$ cat src/rtl/pipe_stage_reg.sv
// Pipeline boundary register with a valid bit, ready/valid backpressure, an optional
// skid entry, a synchronous flush and saturating stall/bubble counters.
module pipe_stage_reg #(
    parameter int CTRL_W = 4,
    parameter int DATA_W = 128,
    parameter int RD_W   = 5,
    parameter bit SKID   = 1'b1,
    parameter int CNT_W  = 16
) (
    input  logic              clk,
    input  logic              rst,
    input  logic              in_valid,
    output logic              in_ready,
    input  logic [CTRL_W-1:0] in_ctrl,
    input  logic [DATA_W-1:0] in_data,
    input  logic [RD_W-1:0]   in_rd,
    input  logic              flush,
    output logic              out_valid,
    input  logic              out_ready,
    output logic [CTRL_W-1:0] out_ctrl,
    output logic [DATA_W-1:0] out_data,
    output logic [RD_W-1:0]   out_rd,
    output logic [CNT_W-1:0]  stall_cnt,
    output logic [CNT_W-1:0]  bubble_cnt
);

    typedef enum logic [1:0] {
        ST_EMPTY = 2'd0,
        ST_FULL  = 2'd1,
        ST_SKID  = 2'd2
    } state_t;

    state_t            state_q, state_d;
    logic [CTRL_W-1:0] main_ctrl_q, main_ctrl_d, skid_ctrl_q, skid_ctrl_d;
    logic [DATA_W-1:0] main_data_q, main_data_d, skid_data_q, skid_data_d;
    logic [RD_W-1:0]   main_rd_q, main_rd_d, skid_rd_q, skid_rd_d;

    logic main_v, skid_v, accept, drain;

    assign main_v = (state_q != ST_EMPTY);
    assign skid_v = (state_q == ST_SKID);

    // The skid variant breaks the out_ready -> in_ready path; the single-entry
    // variant passes it through so a full stage can still stream every cycle.
    assign in_ready = SKID ? !skid_v : (!main_v || out_ready);
    assign accept   = in_valid && in_ready;
    assign drain    = main_v && out_ready;

    assign out_valid = main_v;
    assign out_ctrl  = main_v ? main_ctrl_q : '0;
    assign out_data  = main_data_q;
    assign out_rd    = main_rd_q;

    always_comb begin
        state_d     = state_q;
        main_ctrl_d = main_ctrl_q;
        main_data_d = main_data_q;
        main_rd_d   = main_rd_q;
        skid_ctrl_d = skid_ctrl_q;
        skid_data_d = skid_data_q;
        skid_rd_d   = skid_rd_q;
        if (flush) begin
            state_d = ST_EMPTY;
        end else begin
            case (state_q)
                ST_EMPTY: begin
                    if (accept) begin
                        state_d     = ST_FULL;
                        main_ctrl_d = in_ctrl;
                        main_data_d = in_data;
                        main_rd_d   = in_rd;
                    end
                end
                ST_FULL: begin
                    if (accept && drain) begin
                        main_ctrl_d = in_ctrl;
                        main_data_d = in_data;
                        main_rd_d   = in_rd;
                    end else if (accept) begin
                        state_d     = ST_SKID;
                        skid_ctrl_d = in_ctrl;
                        skid_data_d = in_data;
                        skid_rd_d   = in_rd;
                    end else if (drain) begin
                        state_d = ST_EMPTY;
                    end
                end
                ST_SKID: begin
                    if (drain) begin
                        state_d     = ST_FULL;
                        main_ctrl_d = skid_ctrl_q;
                        main_data_d = skid_data_q;
                        main_rd_d   = skid_rd_q;
                    end
                end
                default: state_d = ST_EMPTY;
            endcase
        end
    end

    always_ff @(posedge clk or posedge rst) begin
        if (rst) begin
            state_q     <= ST_EMPTY;
            main_ctrl_q <= '0;
            main_data_q <= '0;
            main_rd_q   <= '0;
            skid_ctrl_q <= '0;
            skid_data_q <= '0;
            skid_rd_q   <= '0;
        end else begin
            state_q     <= state_d;
            main_ctrl_q <= main_ctrl_d;
            main_data_q <= main_data_d;
            main_rd_q   <= main_rd_d;
            skid_ctrl_q <= skid_ctrl_d;
            skid_data_q <= skid_data_d;
            skid_rd_q   <= skid_rd_d;
        end
    end

    // Index 0 counts stalls, index 1 counts bubbles; both stick at all-ones.
    logic [1:0]            cnt_inc;
    logic [1:0][CNT_W-1:0] cnt_val;

    assign cnt_inc[0] = out_valid && !out_ready;
    assign cnt_inc[1] = !out_valid;

    genvar gi;
    generate
        for (gi = 0; gi < 2; gi++) begin : g_cnt
            logic [CNT_W-1:0] cnt_q, cnt_d;

            always_comb begin
                cnt_d = cnt_q;
                if (cnt_inc[gi] && (cnt_q != {CNT_W{1'b1}}))
                    cnt_d = cnt_q + CNT_W'(1);
            end

            always_ff @(posedge clk or posedge rst) begin
                if (rst) cnt_q <= '0;
                else     cnt_q <= cnt_d;
            end

            assign cnt_val[gi] = cnt_q;
        end
    endgenerate

    assign stall_cnt  = cnt_val[0];
    assign bubble_cnt = cnt_val[1];

endmodule

$ cat config.mk
export PLATFORM = sky130hd
export DESIGN_NAME = pipe_stage_reg
export DESIGN_NICKNAME = d
export VERILOG_FILES = /design/src/rtl/pipe_stage_reg.sv
export SDC_FILE = /design/constraint.sdc
export NUM_CORES = 1
export LEC_CHECK = 0
export ABC_AREA = 1
export ABC_CLOCK_PERIOD_IN_PS = 15050
export BUFFER_PORTS_ARGS = -buffer_cell sky130_fd_sc_hd__buf_2
export CORE_MARGIN = 2
export CORE_UTILIZATION = 45
export DETAILED_ROUTE_END_ITERATION = 12
export PLACE_DENSITY = 0.71
export SYNTH_ARGS = -nofsm -noshare
export SYNTH_HDL_FRONTEND = slang
export SYNTH_SLANG_ARGS = --single-unit
$ cat constraint.sdc
create_clock -name clk -period 15.05 [get_ports clk]
set_input_delay 3.01 -clock clk [delete_from_list [all_inputs] [get_ports clk]]
set_output_delay 3.01 -clock clk [all_outputs]
set_load 0.05 [all_outputs]
==> Yosys cells after proc, flatten, opt, wreduce, memory -nomap -nowiden <==
Index checks and enable logic that the tools add are counted.
{ "totals": {"ff_bits": 308, "in_bits": 142, "output_inout_bits": 171, "wordCells": 59} }
{ "op_classes": {"n_addsub": 2, "n_eq_ne": 11, "n_mux": 20, "bitwise_logic": 2, "n_reduce_logical": 15} }
{ "ops": {"columns": ["cell", "count"], "rows": [
  ["$mux 128", 3],
  ["$pmux 128 s3", 1],
  ["$add 16x1->16 const B", 2],
  ["$ne 16x16->1 const B", 2],
  ["$mux 4", 4],
  ["$mux 5", 3],
  ["$pmux 5 s3", 1],
  ["$mux 2", 6],
  ["$pmux 4 s3", 1],
  ["$reduce_and 4->1", 2],
  ["$logic_and 1x1->1", 6],
  ["$ne 3x3->1 const B", 2],
  ["$pmux 2 s3", 1],
  ["$reduce_and 5->1", 1],
  ["$ne 2x2->1 const B", 2],
  ["$ne 4x4->1 const B", 1],
  ["$logic_not 1->1", 3],
  ["$ne 3x2->1 const B", 1],
  ["$reduce_bool 3->1", 1],
  ["$eq 2x1->1 const B", 1],
  ["$eq 2x2->1 const B", 1],
  ["$logic_not 2->1", 1],
  ["$ne 2x1->1 const B", 1],
  ["$not 1->1", 2],
  ["$reduce_bool 2->1", 1]
]} }

==> Logic depth before layout (Yosys ltp) <==
{ "depth": {"depth_word": 7, "ltp_mapped": 9, "ltp_nobuf": 9} }

==> Worst setup path before layout <==
Ideal clock, no wire load.
{ "synth_timing": {"path_type": "register to output", "from": "register state_q[0]", "to": "output out_ctrl[0]", "t_arrival_ns": 1.294, "t_required_ns": 12.040, "path_slack_ns": 10.746, "stages_incl_launch_ff": 4, "n_path_buf": 1, "path_cell_list": "dfrtp_1 nor2_2 buf_2 nor2_1"} }
{ "synth_between": {"elab_chain_len": 2} }
{ "synth_lines": {"columns": ["element", "line_no", "rtl"], "rows": [
  ["start: declaration", "33", "state_t state_q, state_d;"],
  ["start signal: assignment", "111", "state_q <= state_d;"],
  ["$reduce_bool 2->1", "40", "assign main_v = (state_q != ST_EMPTY);"],
  ["$mux 4", "50", "assign out_ctrl = main_v ? main_ctrl_q : '0;"],
  ["end: declaration", "20", "output logic [CTRL_W-1:0] out_ctrl,"]
]} }
No other way between the ends.

==> Worst setup path in the final report <==
{ "layout_timing": {"from": "input out_ready", "to": "register skid_data_q[57]"} }
{ "layout_between": {"elab_chain_len": 4} }
{ "layout_lines": {"columns": ["element", "line_no", "rtl"], "rows": [
  ["start: declaration", "19", "input logic out_ready,"],
  ["$logic_and 1x1->1", "47", "assign drain = main_v && out_ready;"],
  ["$logic_and 1x1->1", "75", "if (accept && drain) begin"],
  ["$not 1->1 (no source line)", null, null],
  ["$reduce_and 4->1 (no source line)", null, null],
  ["end signal: assignment", "116", "skid_data_q <= skid_data_d;"],
  ["end: declaration", "35", "logic [DATA_W-1:0] main_data_q, main_data_d, skid_data_q, skid_data_d;"]
]} }
No other way between the ends.
A chain may end at the register's enable or synchronous reset.

==> impl_results.md <==
- Sw Ratio: 0.389
- Clock Skew: 0.0122 ns
- Initial drt markers: 949
- Antenna viol nets, final: 0
- First-pass GRT wire length: 60400 um
- P_int: 1.85 mW
- I/O Buffers: 312
- Sw power: about 1.2 mW
- Post-CTS sizing: 0
- Critical Path Sink Type: register
- Post-synth top cells: 543 x nand2_1, 308 x dfrtp_1, 180 x nor2_1, 170 x inv_1, 155 x nand3_1
- # Post-CTS Setup Buffers: 0
- Main synth FF type: dfrtp_1
- Overflow after GRT: 0
- Fill cell count: between 2000 and 3000
- Layout cells sized above 1: 0.187
- Largest cells by area after synthesis: dfrtp_1 54%, nand2_1 14%, nand3_1 5.5%, a21oi_1 4.8%, nor2_1 4.8%
- Most frequent CP cell: nor2_1
- WL/cell: 14.8 um
- Post-Route WL: 36500 um
- Worst-skew pair later-pin latency: 0.50 ns
- Slew Viols, Final: 0
- Row count: 64
- Worst-path cell chain: buf_2 -> inv_1 -> nor2_1 -> nand3_1 -> nand2_8 -> buf_4 -> nor2_1 -> a21oi_1
- Leak Pwr: approximately 9.4 nW
- Crit start category: input pin
- Hpwl dp: ~24000 um
- Tcrit/Tclk final: 0.341
- CTS tree: built
- Mapped Area: 14100 um2
- Vias in the first global route: roughly 12000
- Placed cell count: 2403
- # Max-Cap Violations: 0
- Clk pwr share: 0.292
- Worst-margin pin slew: 1.13 ns
- Drt first pass iters: 5
- Fin crit period: between 5 and 6 ns
- Chip Width: ~180 um
- Syn Inst Count: approximately 1800
- Tot GR Track Use: 0.222
- Hold_buf cts: 0
- Final setup TNS: 0 ns
- Status: finished, final reports clean
- Asr flop ratio synth: 1.00
- Vias per cell: just over 5
- Sequential power share: 0.395
- Critical path arrival: 5.53 ns
- Clock H-tree levels: 2
- Synth cell types: 25
- Cell taking the most area after synthesis: dfrtp_1
- PwrDens: roughly 180 nW/um2
- Worst EP required: 15.45 ns
- Total Die Area: roughly 33000 um2
- Worst VDD drop: 0.0000859 V
- Starting Density: 0.460
- RSZ-0062 raised after global routing: false
- CTS buffer count: 35
- Fin cells: 2472
- Comb pwr share: 0.313
- Syn Nets: 1941
- Clock sinks: 308
- DRC Markers: 0
- Max Buffers Root-to-Sink: 3
- Fmax: 0.195 GHz
- Crit-path max cell delay: 0.81 ns
- Largest net degree at the start of global routing: 182
- Final nets: 2188
- Syn avg cell area: 7.87 um2
- Antenna violations before repair: 14
- Number of flops mapped to enable cells by yosys: 0
- Min-Delay Path Class: register to register
- CORE AREA: 30700 um2
- Root Driver: clkbuf_16
- Vias post-DR: 12500
- Clock transition at path regs: ~0.060 ns
- Register bit total from synthesis: roughly 300
- Placer Congestion: slightly below 0.9
- Max stage delay cell, worst path: buf_4
- Seq/Total Area, Yosys: 0.545
- IO Pins: 313
- Crit path kind: input pin to register
- Die Height: 181 um
- Final Hold Viols: 0
- Area delta synth->final: 20.3%
- Worst-path fanout max: 181
- Most numerous cell in the Yosys netlist: nand2_1
- Relative max-transition margin: 0.245
- Top cell type's share of synthesized area: 0.545
- Synth Warn #: 0
- Final setup viols: 0
## worst max-delay path, delay by kind of cell
family,cells,cell delay (ns)
and+or+nand+nor,4,1.19
buffers and inverters,3,1.00
AOI/OAI and AO/OA,1,0.17
## stage by stage
stage / hold WS [ns] / utilization / worst slack, ns / total power [mW] / cell area, um2
finish: 0.464 / 0.553 / 9.92 / 3.02 / 17000
floorplan: 0.442 / - / 3.52 / 1.90 / 14100
detailed placement: 0.453 / 0.513 / 9.40 / 2.16 / 15800
global placement: 0.449 / 0.513 / 9.52 / 2.13 / 15800
CTS: 0.468 / 0.553 / 9.92 / 3.05 / 17000
global route: 0.481 / 0.553 / 9.66 / 3.19 / 17000
## flip-flops by register name (all words and copies together) (netlist names)
| signal | cells |
|---|---|
| skid_data_q | 128 |
| out_rd | 5 |
| skid_rd_q | 5 |
| bubble_cnt | 16 |
| state_q | 2 |
| skid_ctrl_q | 4 |
| stall_cnt | 16 |
| main_ctrl_q | 4 |
| out_data | 128 |
## cell type report
| type | count | area (um2) | share of cell area |
|---|---|---|---|
| antenna | 7 | 17.5 | 0.00103 |
| clock buffer | 51 | 1050 | 0.0616 |
| clock inverter | 11 | 158 | 0.00927 |
| inverter | 171 | 649 | 0.0382 |
| multi-input combinational | 1207 | 5290 | 0.311 |
| sequential | 308 | 7710 | 0.453 |
| tap | 396 | 495 | 0.0291 |
| timing repair buffer | 321 | 1640 | 0.0965 |
## cell families (layout without fill, tap and decap cells)
logic type	Yosys count	in the layout	synth area share
adder cells (fa/ha/maj)	2	2	0.00177
flip-flops	308	308	0.545
AND/OR/NAND/NOR	898	898	0.256
buffers and inverters	282	554	0.0843
XOR/XNOR	14	14	0.00867
other	0	7	0
AO/OA/AOI/OAI	293	293	0.105
## placed cells by master (no fill, tap or decap), types with 8 or more instances in the layout
cell and instances:
buf_4 8, clkbuf_16 37, xnor2_1 13, inv_1 169, nand2_1 542, nand4_1 13, nor2_1 180, buf_2 312
o21ai_0 126, a21oi_1 137, dfrtp_1 308, nand3_1 155, o21ai_1 26
## routing by layer
layer / part of all wire / wire, um / up-vias / global-route usage
met1: 0.44 / 16100 / 5907 / 0.300
li1: - / - / 6161 / -
met2: 0.47 / 17100 / 351 / 0.359
met4: 0.029 / 1040 / 10 / 0.0751
met3: 0.062 / 2260 / 71 / 0.0441
met5: 0.0017 / 62 / - / 0
## worst paths after layout
kind	from	endpoint	slack [ns]	depth (start not counted)
max	out_ready	skid_data_q[57]$_DFFE_PP0P_	9.92	8
max reg2reg	state_q[1]$_DFFE_PP0P_	out_data[91]$_DFFE_PP0P_	11.43	8
min in group asynchronous	rst	out_data[103]$_DFFE_PP0P_	2.69	2
min	out_data[59]$_DFFE_PP0P_	out_data[59]$_DFFE_PP0P_	0.46	2
min reg2reg	out_data[59]$_DFFE_PP0P_	out_data[59]$_DFFE_PP0P_	0.46	2
max in group asynchronous	rst	bubble_cnt[3]$_DFFE_PP0P_	10.89	3
## power by group through the flow
stage               Sequential (mW)  Combinational [mW]  Clock, mW
finish                         1.19               0.945      0.882
global route                   1.22                1.03      0.940
CTS                            1.19               0.954      0.901
detailed placement             1.20               0.951          0
global placement               1.20               0.931          0
floorplan                      1.56               0.341          0
Note: power is estimated with default switching activity, not from simulation.
